`config.mk`:
```
export PLATFORM = sky130hd
export DESIGN_NAME = clk_period_monitor
export DESIGN_NICKNAME = d
export VERILOG_FILES = /design/src/rtl/clk_mon_pkg.sv /design/src/rtl/sync_edge_det.sv /design/src/rtl/clk_period_monitor.sv
export SDC_FILE = /design/constraint.sdc
export NUM_CORES = 1
export LEC_CHECK = 0
export ABC_AREA = 1
export CAP_MARGIN = 20
export CORE_ASPECT_RATIO = 0.5
export CORE_MARGIN = 3
export CORE_UTILIZATION = 55
export CTS_CLUSTER_DIAMETER = 40
export CTS_CLUSTER_SIZE = 40
export DETAILED_ROUTE_END_ITERATION = 10
export PLACE_DENSITY = 0.81
export SYNTH_ARGS = -nofsm -noshare
export SYNTH_HDL_FRONTEND = slang
export SYNTH_HIERARCHICAL = 1
export SYNTH_SLANG_ARGS = --single-unit
```
`constraint.sdc`:
```
create_clock -name clk -period 3.8 [get_ports clk]
set_input_delay 0.38 -clock clk [delete_from_list [all_inputs] [get_ports clk]]
set_output_delay 0.38 -clock clk [all_outputs]
set_load 0.05 [all_outputs]
```
`src/rtl/clk_mon_pkg.sv`:
```
// ---------------------------------------------------------------------------
// clk_mon_pkg
//   Shared types and helpers for the clock/strobe period monitor.
//   - mon_state_e : monitor FSM states (IDLE, ARM, MEASURE)
//   - win_chk_t   : result of a period window check (short / long flags)
//   - sat_inc     : saturating increment, evaluated on 32-bit operands so a
//                   single helper serves counters of any width up to 32 bits
//   - check_window: classifies a measured period against [min, max]
// ---------------------------------------------------------------------------
package clk_mon_pkg;

  typedef enum logic [1:0] {
    IDLE    = 2'd0,
    ARM     = 2'd1,
    MEASURE = 2'd2
  } mon_state_e;

  typedef struct packed {
    logic too_short;
    logic too_long;
  } win_chk_t;

  // Returns v+1, or max once v has reached max.
  function automatic logic [31:0] sat_inc(input logic [31:0] v,
                                          input logic [31:0] max);
    return (v >= max) ? max : v + 32'd1;
  endfunction

  // Window bounds are inclusive on both ends.
  function automatic win_chk_t check_window(input logic [31:0] period,
                                            input logic [31:0] min_p,
                                            input logic [31:0] max_p);
    win_chk_t r;
    r.too_short = (period < min_p);
    r.too_long  = (period > max_p);
    return r;
  endfunction

endpackage

```
`src/rtl/sync_edge_det.sv`:
```
// ---------------------------------------------------------------------------
// sync_edge_det
//   Two-flop synchroniser for an asynchronous input, followed by registered
//   rising/falling edge pulses derived from the synchronised level.
//
//   Ports
//     clk   in   1  sampling clock
//     rst   in   1  asynchronous, active-high reset
//     d     in   1  asynchronous input
//     sync  out  1  synchronised level (second flop)
//     rise  out  1  one-cycle pulse, high in the first cycle sync==1
//     fall  out  1  one-cycle pulse, high in the first cycle sync==0
//
//   rise is registered from the flop pair (s1 & ~s2), so it is aligned with
//   the cycle in which sync first reads 1: equivalent to sync & ~sync_d
//   without a third flop on the level path.
// ---------------------------------------------------------------------------
module sync_edge_det (
  input  logic clk,
  input  logic rst,
  input  logic d,
  output logic sync,
  output logic rise,
  output logic fall
);

  logic s1;
  logic s2;

  // NOTE: sequential state uses non-blocking assignments so every flop
  // samples the pre-edge value of its neighbour; blocking here would
  // collapse the synchroniser chain into a single stage.
  always_ff @(posedge clk or posedge rst) begin
    if (rst) begin
      s1   <= 1'b0;
      s2   <= 1'b0;
      rise <= 1'b0;
      fall <= 1'b0;
    end else begin
      s1   <= d;
      s2   <= s1;
      rise <= s1 & ~s2;
      fall <= ~s1 & s2;
    end
  end

  assign sync = s2;

endmodule

```
`src/rtl/clk_period_monitor.sv`:
```
// ---------------------------------------------------------------------------
// clk_period_monitor
//   Measures the rising-to-rising period of a slow clock or strobe (sig_i) in
//   cycles of clk, checks it against an inclusive [MIN_PERIOD, MAX_PERIOD]
//   window, flags stuck inputs with a timeout and reports lock after LOCK_N
//   consecutive in-window periods.
//
//   Build option
//     MON_DUTY_EN  when defined, also measures the high time of sig_i and
//                  reports it on high_o; otherwise high_o is tied to 0.
//
//   Parameters
//     CNT_W       width of period/high-time counters and outputs
//     MIN_PERIOD  smallest legal period (inclusive), clk cycles
//     MAX_PERIOD  largest legal period (inclusive), clk cycles
//     TIMEOUT     clk cycles without a rising edge before timeout_o
//                 (must exceed MAX_PERIOD)
//     LOCK_N      consecutive in-window periods required for locked_o
//
//   Ports
//     clk          in   1      single clock for all logic
//     rst          in   1      asynchronous, active-high reset
//     en           in   1      monitor enable; 0 forces IDLE
//     sig_i        in   1      monitored signal, asynchronous to clk
//     period_o     out  CNT_W  last measured rising-to-rising period
//     high_o       out  CNT_W  last measured high time (MON_DUTY_EN only)
//     valid_o      out  1      pulse: period_o/high_o updated this cycle
//     err_short_o  out  1      pulse with valid_o: period < MIN_PERIOD
//     err_long_o   out  1      pulse with valid_o: period > MAX_PERIOD
//     timeout_o    out  1      level: no rising edge for TIMEOUT cycles
//     locked_o     out  1      level: LOCK_N consecutive good periods seen
//
//   Latency: valid_o rises 3 clk cycles after the sig_i rising transition
//   (2 synchroniser flops + 1 output register).
// ---------------------------------------------------------------------------
module clk_period_monitor
  import clk_mon_pkg::*;
#(
  parameter int unsigned CNT_W      = 16,
  parameter int unsigned MIN_PERIOD = 2,
  parameter int unsigned MAX_PERIOD = 1000,
  parameter int unsigned TIMEOUT    = 4096,
  parameter int unsigned LOCK_N     = 4
) (
  input  logic             clk,
  input  logic             rst,
  input  logic             en,
  input  logic             sig_i,
  output logic [CNT_W-1:0] period_o,
  output logic [CNT_W-1:0] high_o,
  output logic             valid_o,
  output logic             err_short_o,
  output logic             err_long_o,
  output logic             timeout_o,
  output logic             locked_o
);

  localparam int unsigned GOOD_W   = $clog2(LOCK_N + 1);
  localparam logic [31:0] CNT_MAX  = 32'((33'd1 << CNT_W) - 33'd1);
  localparam logic [31:0] GOOD_MAX = 32'(LOCK_N);

  mon_state_e        state;
  logic [CNT_W-1:0]  cnt;
  logic [GOOD_W-1:0] good;
  logic [CNT_W-1:0]  cnt_inc;
  logic [GOOD_W-1:0] good_inc;
  logic              at_timeout;
  win_chk_t          win;

  logic sync;
  logic rise;
  logic fall;

  sync_edge_det u_sync_edge_det (
    .clk  (clk),
    .rst  (rst),
    .d    (sig_i),
    .sync (sync),
    .rise (rise),
    .fall (fall)
  );

  assign cnt_inc    = CNT_W'(sat_inc(32'(cnt), CNT_MAX));
  assign good_inc   = GOOD_W'(sat_inc(32'(good), GOOD_MAX));
  assign at_timeout = (cnt == CNT_W'(TIMEOUT));
  assign win        = check_window(32'(cnt), 32'(MIN_PERIOD), 32'(MAX_PERIOD));

  // -------------------------------------------------------------------------
  // Main FSM. cnt doubles as the period counter in MEASURE and as the
  // no-edge watchdog in ARM. locked_o follows the good counter with one
  // cycle of delay, so an error drops lock the cycle after its pulse while
  // timeout and disable clear lock directly.
  // -------------------------------------------------------------------------
  always_ff @(posedge clk or posedge rst) begin
    if (rst) begin
      state       <= IDLE;
      cnt         <= '0;
      good        <= '0;
      period_o    <= '0;
      valid_o     <= 1'b0;
      err_short_o <= 1'b0;
      err_long_o  <= 1'b0;
      timeout_o   <= 1'b0;
      locked_o    <= 1'b0;
    end else begin
      // NOTE: pulses default low here and are raised only in the branch that
      // produces them, which keeps each pulse exactly one cycle wide.
      valid_o     <= 1'b0;
      err_short_o <= 1'b0;
      err_long_o  <= 1'b0;
      locked_o    <= (good == GOOD_W'(LOCK_N));

      if (!en) begin
        // Disable takes priority over every state; period_o/high_o hold.
        state     <= IDLE;
        cnt       <= '0;
        good      <= '0;
        timeout_o <= 1'b0;
        locked_o  <= 1'b0;
      end else begin
        case (state)
          IDLE: begin
            cnt   <= '0;
            state <= ARM;
          end

          ARM: begin
            if (rise) begin
              // First edge only starts a measurement; nothing to report yet.
              cnt       <= CNT_W'(1);
              timeout_o <= 1'b0;
              state     <= MEASURE;
            end else begin
              cnt <= cnt_inc;
              if (at_timeout) begin
                timeout_o <= 1'b1;
                good      <= '0;
                locked_o  <= 1'b0;
              end
            end
          end

          MEASURE: begin
            // A rise in the same cycle as the timeout count wins.
            if (rise) begin
              period_o    <= cnt;
              valid_o     <= 1'b1;
              err_short_o <= win.too_short;
              err_long_o  <= win.too_long;
              good        <= (win.too_short || win.too_long) ? '0 : good_inc;
              cnt         <= CNT_W'(1);
            end else if (at_timeout) begin
              timeout_o <= 1'b1;
              locked_o  <= 1'b0;
              good      <= '0;
              cnt       <= '0;
              state     <= ARM;
            end else begin
              cnt <= cnt_inc;
            end
          end

          default: state <= IDLE;
        endcase
      end
    end
  end

`ifdef MON_DUTY_EN
  // -------------------------------------------------------------------------
  // High-time measurement. hcnt restarts at 1 on the rise (that cycle is
  // already high), counts while the synchronised level is high and freezes
  // once it falls, so at the next rise it holds the previous high time.
  // -------------------------------------------------------------------------
  logic [CNT_W-1:0] hcnt;
  logic             measure_rise;
  logic             unused_edge;

  assign measure_rise = en && (state == MEASURE) && rise;
  assign unused_edge  = fall;

  always_ff @(posedge clk or posedge rst) begin
    if (rst) begin
      hcnt   <= '0;
      high_o <= '0;
    end else begin
      if (rise) begin
        hcnt <= CNT_W'(1);
      end else if (sync) begin
        hcnt <= CNT_W'(sat_inc(32'(hcnt), CNT_MAX));
      end
      if (measure_rise) begin
        high_o <= hcnt;
      end
    end
  end
`else
  // Without duty measurement the level and falling edge have no consumer.
  logic unused_edge;

  assign unused_edge = sync ^ fall;
  assign high_o      = '0;
`endif

endmodule

```
-- Word level (Yosys, flattened, before mapping)
Index checks and enable logic that the tools add are counted.
- word-level logic and storage cells: 73
- register bits after elaboration: 45
- equal/unequal tests: 10
- add/subtract/negate cells: 2
- $lt $le $gt $ge: 4
- reduce and logical (&&, ||, !) cells: 7
- bitwise gates (word level): 2
- multiplexer cells: 36
- operator list (operator ; count):
    $mux 16 ; 5
    $pmux 16 s3 ; 1
    $mux 3 ; 6
    $mux 1 ; 17
    $add 16x1->16 const B ; 1
    $eq 16x13->1 const B ; 1
    $ge 16x16->1 const B ; 1
    $gt 16x10->1 const B ; 1
    $lt 16x2->1 const B ; 1
    $ne 3x3->1 const B ; 3
    $mux 2 ; 4
    $pmux 2 s3 ; 1
    $pmux 3 s2 ; 1
    $reduce_and 3->1 ; 2
    $ne 4x1->1 const B ; 1
    $reduce_and 2->1 ; 2
    $add 3x1->3 const B ; 1
    $eq 3x3->1 const B ; 1
    $ge 3x3->1 const B ; 1
    $ne 3x1->1 const B ; 1
    $ne 3x2->1 const B ; 1
    $eq 2x1->1 const B ; 1
    $eq 2x2->1 const B ; 1
    $logic_not 2->1 ; 1
    other kinds (5) ; 5

-- Logic depth before layout (Yosys ltp)
- word-level depth: 6
- mapped depth: 11
- gate-level depth less buffers: 11

-- Cells and area by module
Netlist, hierarchy kept.
- by module, submodules not included (module ; times used ; cells each ; area an instance (µm²)):
    clk_period_monitor ; 1 ; 339 ; 2598.7
    sync_edge_det ; 1 ; 9 ; 118.9

-- Worst setup path before layout
OpenSTA, ideal clock, no wires.
- path kind: reg-to-reg
- from: register state[0]
- to: register cnt[9]
- stages on the path, launching flop included: 10
- library setup time: 0.122 ns
- buffers on the path: 1
- path slack: 2.171 ns
- data required time: 3.678 ns
- period minus slack after synthesis: 1.629 ns
- arrival: 1.507 ns
- cell sequence: dfrtp_1 -> inv_1 -> ha_1 -> nor2_2 -> nand3_4 -> nand3_1 -> nor2_1 -> nand2_2 -> buf_6 -> o21ai_1
- longest elaborated chain between the ends: 3
- RTL lines (what ; line ; RTL):
    start: declaration ; clk_period_monitor.sv:62 ; mon_state_e state;
    start signal: assignment ; clk_period_monitor.sv:96 ; state <= IDLE;
    start signal: assignment ; clk_period_monitor.sv:115 ; state <= IDLE;
    start signal: assignment ; clk_period_monitor.sv:124 ; state <= ARM;
    $eq 2x2->1 (tied with other cells) ; clk_period_monitor.sv:121 ; case (state)
    $pmux 16 s3 ; clk_period_monitor.sv:121 ;
    $mux 16 ; clk_period_monitor.sv:113 ; if (!en) begin
    end signal: assignment ; clk_period_monitor.sv:134 ; cnt <= cnt_inc;
    end signal: assignment ; clk_period_monitor.sv:159 ; cnt <= cnt_inc;
    end: declaration ; clk_period_monitor.sv:63 ; logic [CNT_W-1:0] cnt;
Several ways; a longest one is shown, not always the timed one.
A chain may end at the register's enable or synchronous reset.

-- Final worst setup path
- from: register state[0]
- to: register cnt[14]
The elaborated chain is that of the path after synthesis.

==> out/qor.txt <==
run status -> finished clean
H-tree depth -> 2
clk_skew -> 0.00471 ns
FMAX -> 473 MHz
setup tns final -> 0 ns
GRT Overall Usage -> 21.3%
placed cell areas -> 2910 µm²
first-iteration detailed-routing DRC count -> 174
VDD IR max -> 0.326 mV
Post-DP HPWL -> 4430 µm
die width -> 105 µm
Pre-antenna DRT Iters -> 5
Syn Std Cell Area -> 2690 µm²
clk buf depth -> 2
Via density -> 5.08
antenna-violating nets left -> 0
antenna cell count -> 0
Worst setup EP type -> flip-flop
static leakage -> 1.49 nW
Reg clk slew, reported paths -> 0.08 ns
initial antenna violation count -> 0
TritonCTS Buffers -> 5
Final Hold Viols -> 0
gp weighted congestion -> 0.951
CTS tree -> done
Via Count -> 2,222
worst path arrival time -> 2.30 ns
WL final -> 5720 µm
Ports -> 41
Slew @ Worst Pin -> 0.785 ns
drt drc -> 0
Slew HR -> 47.6%
FP Rows -> 17
Setup Fix Bufs, Post-CTS -> 0
power density cells -> 589 nW/µm²
setup violators final -> 0
routed len/inst -> 13.1 µm
average cell area after synthesis -> 7.78 µm²
Remaining Overflow, GRT -> 0
WS Path Type -> flip-flop to flip-flop
largest net degree at the start of global routing -> 37
initial core utilization -> 59.0%
core region area -> 4550 µm²
layout cells sized above 1 -> 12.1%
area growth from synthesis to layout -> 11.4%
Post-Synthesis Cells -> 345
Resized cells post-CTS -> 0
synth warn -> 6
CTS root buffer -> clkbuf_8
first-pass GRT wire length -> 9970 µm
MaxCap Viol Count -> 0
min Tclk post-route -> 2.11 ns
crit path launch type -> flip-flop
hold_ws -> 0.274 ns
vias in the first global route -> 2,107
CP required -> 3.99 ns
CTS sink count -> 45
crit-path max FO -> 12
hold crit path type -> input pin to asynchronous set/reset pin
RSZ-0062 raised after global routing -> false
design area -> 2990 µm²
Layout Nets -> 382
Final Max Tran Viols -> 0
Port-buffer cells -> 24
# hold bufs at CTS -> 0
Die Y -> 55.4 µm
Period Utilization, post-route -> 55.6%
die area -> 5810 µm²
clk_lat worst skew -> 0.30 ns
-- flip-flops by register name (all words and copies together) (netlist names), 2 cells and up --
signal / count
period_o: 16
cnt: 16
good: 3
state: 2
-- routing by layer --
layer  wire length [µm]  up-vias  track usage, %
li1                   -     1108               -
met1               2770     1039            29.7
met2               2530       67            32.8
met3                346        8            5.02
met4                 74        0            7.48
met5                  0        -               0
-- path summary, 6_finish.rpt --
kind | startpoint | slack (ns) | depth (start not counted) | endpoint
worst max-delay path | state[0]$_DFFE_PP0P_ | 1.69 | 10 | cnt[14]$_DFFE_PP0P_
worst min-delay path | rst | 0.27 | 2 | u_sync_edge_det/sync$_DFF_PP0_
worst max register to register | state[0]$_DFFE_PP0P_ | 1.69 | 10 | cnt[14]$_DFFE_PP0P_
worst min register to register | u_sync_edge_det/s1$_DFF_PP0_ | 0.39 | 0 | u_sync_edge_det/sync$_DFF_PP0_
max in group asynchronous | rst | 2.44 | 3 | err_short_o$_DFF_PP0_
min in group clk | u_sync_edge_det/s1$_DFF_PP0_ | 0.39 | 0 | u_sync_edge_det/sync$_DFF_PP0_
-- cells in the final DEF (no fill, tap or decap), drive strengths merged, types with 8 or more instances in the layout --
cell           instances
o21ai                 29
ha                     8
a21oi                 13
nand2                102
dfrtp                 45
nand3                 16
conb                  16
o22ai                  8
clkdlybuf4s50         24
nor2                  42
inv                   45
-- power by group --
group	switching, W	total, W	internal [W]
clock network	0.000158	0.000286	0.000128
registers	0.0000583	0.000637	0.000579
logic	0.000587	0.000838	0.000251
-- final cells by class --
class	instances	area [µm²]
Clock buffer	6	72.6
Clock inverter	2	10.0
Fill cell	396	1560
Inverter	45	169
Multi-Input combinational cell	248	1280
Sequential cell	45	1130
Tap cell	66	82.6
Timing Repair Buffer	25	248
-- worst max-delay path: stages, from the launching register on --
cell	delay [ns]
dfrtp_1	0.40
inv_1	0.09
ha_1	0.26
nor2_2	0.22
nand3_4	0.21
nand3_1	0.15
nor2_1	0.06
nand2_2	0.29
inv_1	0.16
nand2_1	0.10
nand2_1	0.05
-- per-stage QoR --
stage,util (%),instances,power [W],worst slack [ns]
5_1_grt,65.7,437,0.00188,1.47
4_1_cts,65.7,437,0.00177,1.68
3_3_place_gp,63.9,429,0.00146,1.67
6_report,65.7,437,0.00176,1.69
2_1_floorplan,-,360,0.00126,2.17
3_5_place_dp,63.9,429,0.00149,1.59
Note: power is estimated with default switching activity, not from simulation.
==> patch 1: new RTL, config.mk and constraints unchanged <==
Register the output `err_short_o` once more, cleared by the reset; this adds one clock of latency there. The other outputs are not delayed to match.
--- a/src/rtl/clk_period_monitor.sv
+++ b/src/rtl/clk_period_monitor.sv
@@ -59,6 +59,8 @@
   localparam logic [31:0] CNT_MAX  = 32'((33'd1 << CNT_W) - 33'd1);
   localparam logic [31:0] GOOD_MAX = 32'(LOCK_N);
 
+  logic err_short_s0;
+
   mon_state_e        state;
   logic [CNT_W-1:0]  cnt;
   logic [GOOD_W-1:0] good;
@@ -98,7 +100,7 @@
       good        <= '0;
       period_o    <= '0;
       valid_o     <= 1'b0;
-      err_short_o <= 1'b0;
+      err_short_s0 <= 1'b0;
       err_long_o  <= 1'b0;
       timeout_o   <= 1'b0;
       locked_o    <= 1'b0;
@@ -106,7 +108,7 @@
       // NOTE: pulses default low here and are raised only in the branch that
       // produces them, which keeps each pulse exactly one cycle wide.
       valid_o     <= 1'b0;
-      err_short_o <= 1'b0;
+      err_short_s0 <= 1'b0;
       err_long_o  <= 1'b0;
       locked_o    <= (good == GOOD_W'(LOCK_N));
 
@@ -145,7 +147,7 @@
             if (rise) begin
               period_o    <= cnt;
               valid_o     <= 1'b1;
-              err_short_o <= win.too_short;
+              err_short_s0 <= win.too_short;
               err_long_o  <= win.too_long;
               good        <= (win.too_short || win.too_long) ? '0 : good_inc;
               cnt         <= CNT_W'(1);
@@ -202,5 +204,13 @@
   assign high_o      = '0;
 `endif
 
+  always_ff @(posedge clk or posedge rst) begin
+    if (rst) begin
+      err_short_o <= '0;
+    end else begin
+      err_short_o <= err_short_s0;
+    end
+  end
+
 endmodule
 
Behaviour: no difference found for any inputs over 10 cycles, from zero or initial values and one cycle with rst high; that may be too few to reach the edited logic, so the function may still have changed.
==> patch 1 against the original RTL <==
  * Power decreased by 2.9%
  * Hold slack got worse by 5.5 ps
  * Setup slack got worse by 67 ps
  * Synthesized area grew 1.8%
  * Routed wire length increased by 13%
  * Register-to-register slack got worse by 40 ps
  * Sequential cell count grew 1
  * Final area grew 1.3%
  * Critical endpoint unchanged
==> patch 1: results (changes against the original RTL) <==
[grt]
grt_first_pass_wirelength_um = 10500  ; +5.7%
grt_max_degree = 36  ; -2.7%
grt_usage = 0.225  ; +0.0114
grt_pass1_vias = 2171  ; +3.0%

[worst_hold_path]
hold_class = input pin to asynchronous set/reset pin

[outcome]
status = finished clean

[setup_path]
r2r-start = cnt[1]
cp_data_arrival_time_ps = 2360  ; +60 ps
cp_slowest_stage_delay_ps = 680  ; +280 ps
critPathLaunch = en
crit_fanout = 13  ; +1
reg2regPathDepth = 13  ; +3
slowest_stage = clkdlybuf4s50_1
cp_top_family = buffers and inverters

[place]
post-place-ws_ps = 1340  ; -252 ps
numPlacedInstances = 441  ; +2.8%
post-dp-hpwl_um = 4920  ; +11%
place_area_mm2 = 0.00295  ; +1.6%
place.gp.congestion = 0.941  ; -1.1%

[power]
power.switching_mw = 0.767  ; -4.5%
leakagePower_nw = 1.49  ; about the same
vdd_ir_drop_max_v = 0.000269  ; -17%

[timing]
slew_headroom = 0.471  ; -0.00524
clock_skew_ps = 12.3  ; +7.61 ps

[clocking]
cts_buffer_depth = 2  ; unchanged
cts_root_buf = clkbuf_8
clk_latency_ps = 300  ; about the same

[route]
wl_per_cell_um = 14.4  ; +10%
firstDrtPassIters = 5  ; unchanged
drtIter0Drc = 161  ; -7.5%
avgViaCountPerCell = 5.32  ; +4.7%

[finish]
fillerInstances = 397  ; +0.25%
top_regs = cnt x16, period_o x16, good x3
layout-drive-gt1-share = 0.0890  ; -0.0323
fin_cells = 448  ; +2.5%
fin_nets = 394  ; +3.1%

[synthesis]
synthCells = 358  ; +3.8%

## patch 1: area by class of cell
class / instances / share of cell area
tap: 66 / 0.0273
clock buffer: 7 / 0.0252
sequential: 46 / 0.380
multi-input combinational: 261 / 0.431
inverter: 42 / 0.0520
timing repair buffer: 26 / 0.0842
## patch 1: power groups by stage
stage / registers, mW / logic, mW / clock network [mW]
after detailed placement: 0.657 / 0.777 / 0
after global placement: 0.649 / 0.766 / 0
after CTS: 0.649 / 0.781 / 0.288
after global routing: 0.662 / 0.833 / 0.308
after floorplan: 0.931 / 0.281 / 0
final: 0.649 / 0.777 / 0.284
## patch 1: path summary, 6_finish.rpt
kind                                   endpoint  slack (ps)
hold / removal             u_sync_edge_det/rise         270
min in group clk                    err_short_o         350
setup / recovery                        cnt[14]        1620
setup reg to reg                        cnt[14]        1650
max in group asynchronous           period_o[7]        2410
hold reg to reg                     err_short_o         350
## patch 1: stage by stage
step	total power, mW	utilization	hold WS, ps
detailed placement	1.43	0.643	336
global route	1.80	0.660	285
global placement	1.42	0.643	334
CTS	1.72	0.660	273
finish	1.71	0.660	269
floorplan	1.21	-	134
## patch 1: routing by layer
layer	routed length, um	track usage	share of wire	vias to the layer above
li1	-	-	-	1155
met1	2770	0.305	0.43	1107
met2	2930	0.358	0.45	108
met3	656	0.0591	0.10	15
met4	94	0.0627	0.015	0
met5	0	0	0	-
## patch 1: worst reg2reg max path, cell delays in order, from the launching register on
cell	delay [ps]
dfrtp_1	410
inv_1	210
ha_1	220
nand2_1	60
inv_1	80
nand2_1	50
nor2_1	110
nand3_1	130
nand2_1	90
nand2_1	80
nand2_2	300
inv_1	150
nand2_1	100
nand2_1	50
==> patch 2: new RTL, config.mk and constraints unchanged <==
Without the edit above. Build with the macro `MON_DUTY_EN` defined.
--- a/src/rtl/clk_period_monitor.sv
+++ b/src/rtl/clk_period_monitor.sv
@@ -33,6 +33,8 @@
 //   Latency: valid_o rises 3 clk cycles after the sig_i rising transition
 //   (2 synchroniser flops + 1 output register).
 // ---------------------------------------------------------------------------
+`define MON_DUTY_EN
+
 module clk_period_monitor
   import clk_mon_pkg::*;
 #(
Formal check against the unedited RTL: not equivalent (Yosys sat finds a counterexample within 10 cycles, from zero or initial values and one cycle with rst high).
==> patch 2 against the original RTL <==
  * Setup slack lost 160 ps
  * Power rose by 94%
  * Routed wire length up 66%
  * Via count is 62% higher
  * Combinational power increased by 59%
  * Final area grew 63%
  * Synthesized area grew 52%
  * Sequential cell count rose by 32
  * Hold slack lost 21 ps
  * Critical path type is now input pin to flop
  * Largest power group unchanged
==> patch 2: results (changes against the original RTL) <==
[route]
vias = 3590  ; +62%
drtIter0Drc = 351  ; +100%
wl_per_cell_um = 14.6  ; +11%
firstDrtPassIters = 5  ; unchanged

[finish]
inverters = 56  ; +24%
multi_input_area_share = 0.384  ; -0.0449
n_all_buffers = 42  ; +68%
antenna_cells = 0  ; unchanged
multi_input_cells = 367  ; +48%
layout-drive-gt1-share = 0.108  ; -0.0138
fin_nets = 566  ; +48%
clock_cell_area_share = 0.0684  ; +0.0408
fillerInstances = 576  ; +45%
buf_share = 0.0851  ; +0.00226
clkbuf_count = 10  ; +4
final-seq-area_mm2 = 0.00193  ; +71%

[place]
port_buffers = 40  ; +67%
place_area_mm2 = 0.00455  ; +56%
place.gp.congestion = 0.947  ; -0.46%
post-dp-hpwl_um = 6740  ; +52%

[grt]
grt_pass1_vias = 3378  ; +60%
antenna_found_initial = 0  ; unchanged
grt_usage = 0.242  ; +0.0285
grt_first_pass_wirelength_um = 16200  ; +63%
grt_max_degree = 65  ; +76%

[clocking]
cts_resized = 0  ; unchanged
h-tree-depth = 3  ; +1
clk_pin_slew_ps = 60  ; -20 ps
cts_buffer_depth = 2  ; unchanged
postCtsSetupBuffers = 0  ; unchanged
numCtsBuffers = 9  ; +4
cts_root_buf = clkbuf_16
clk_latency_ps = 340  ; +40 ps
cts_sinks = 77  ; +71%

[timing]
finalSetupTns_ps = 0  ; unchanged
clock_skew_ps = 4.47  ; -0.244 ps
slew_headroom = 0.398  ; -0.0787

[power]
power.density_mw_per_mm2 = 698  ; +19%
leakagePower_nw = 2.29  ; +54%
swShare = 0.408  ; -0.0479
vdd_ir_drop_max_v = 0.000377  ; +16%

[outcome]
status = finished clean

[synthesis]
synth_nets = 524
ys_warn_count = 6  ; unchanged

[setup_path]
crit_fanout = 11  ; -1
cp_data_arrival_time_ps = 2500  ; +200 ps

[worst_hold_path]
hold_class = input pin to asynchronous set/reset pin

patch 2: power by group through the flow:
stage	clock network [mW]	registers, mW	logic (mW)
3_3_place_gp	0	1.13	1.32
2_1_floorplan	0	1.70	0.336
5_1_grt	0.993	1.15	1.43
4_1_cts	0.959	1.13	1.34
3_5_place_dp	0	1.14	1.34
6_report	0.952	1.13	1.33
patch 2: stage by stage:
step           std cells  hold slack, ps  power [mW]  setup slack, ps  utilization
2_1_floorplan        511             134        2.03             1540            -
3_3_place_gp         634             360        2.45             1330        0.655
3_5_place_dp         634             365        2.48             1230        0.655
4_1_cts              650             250        3.43             1570        0.704
5_1_grt              650             287        3.57             1360        0.704
6_report             650             253        3.41             1530        0.704
patch 2: layer usage:
metal | vias up | global-route usage | wire length [um]
met4 | 0 | 0.0794 | 145
met1 | 1723 | 0.323 | 4300
met5 | - | 0 | 0
met3 | 18 | 0.0496 | 485
met2 | 109 | 0.399 | 4540
li1 | 1740 | - | -
patch 2: critical path: stages:
cell             delay (ps)
clkdlybuf4s50_1         650
inv_2                   120
nor2_1                  200
nand2_4                 120
nand3_1                 110
nor2_1                   50
nand2_1                 480
inv_1                   210
nand2_1                 120
nand2_1                  50
patch 2: worst paths after layout:
| path | start | endpoint | slack, ps | cells after the start |
|---|---|---|---|---|
| max | en | cnt[14] | 1530 | 10 |
| min | rst | u_sync_edge_det/s1 | 250 | 2 |
| max reg2reg | cnt[0] | cnt[14] | 1530 | 11 |
| min reg2reg | u_sync_edge_det/s1 | u_sync_edge_det/sync | 390 | 0 |
| max in group asynchronous | rst | hcnt[13] | 2450 | 3 |
| min in group clk | u_sync_edge_det/s1 | u_sync_edge_det/sync | 390 | 0 |
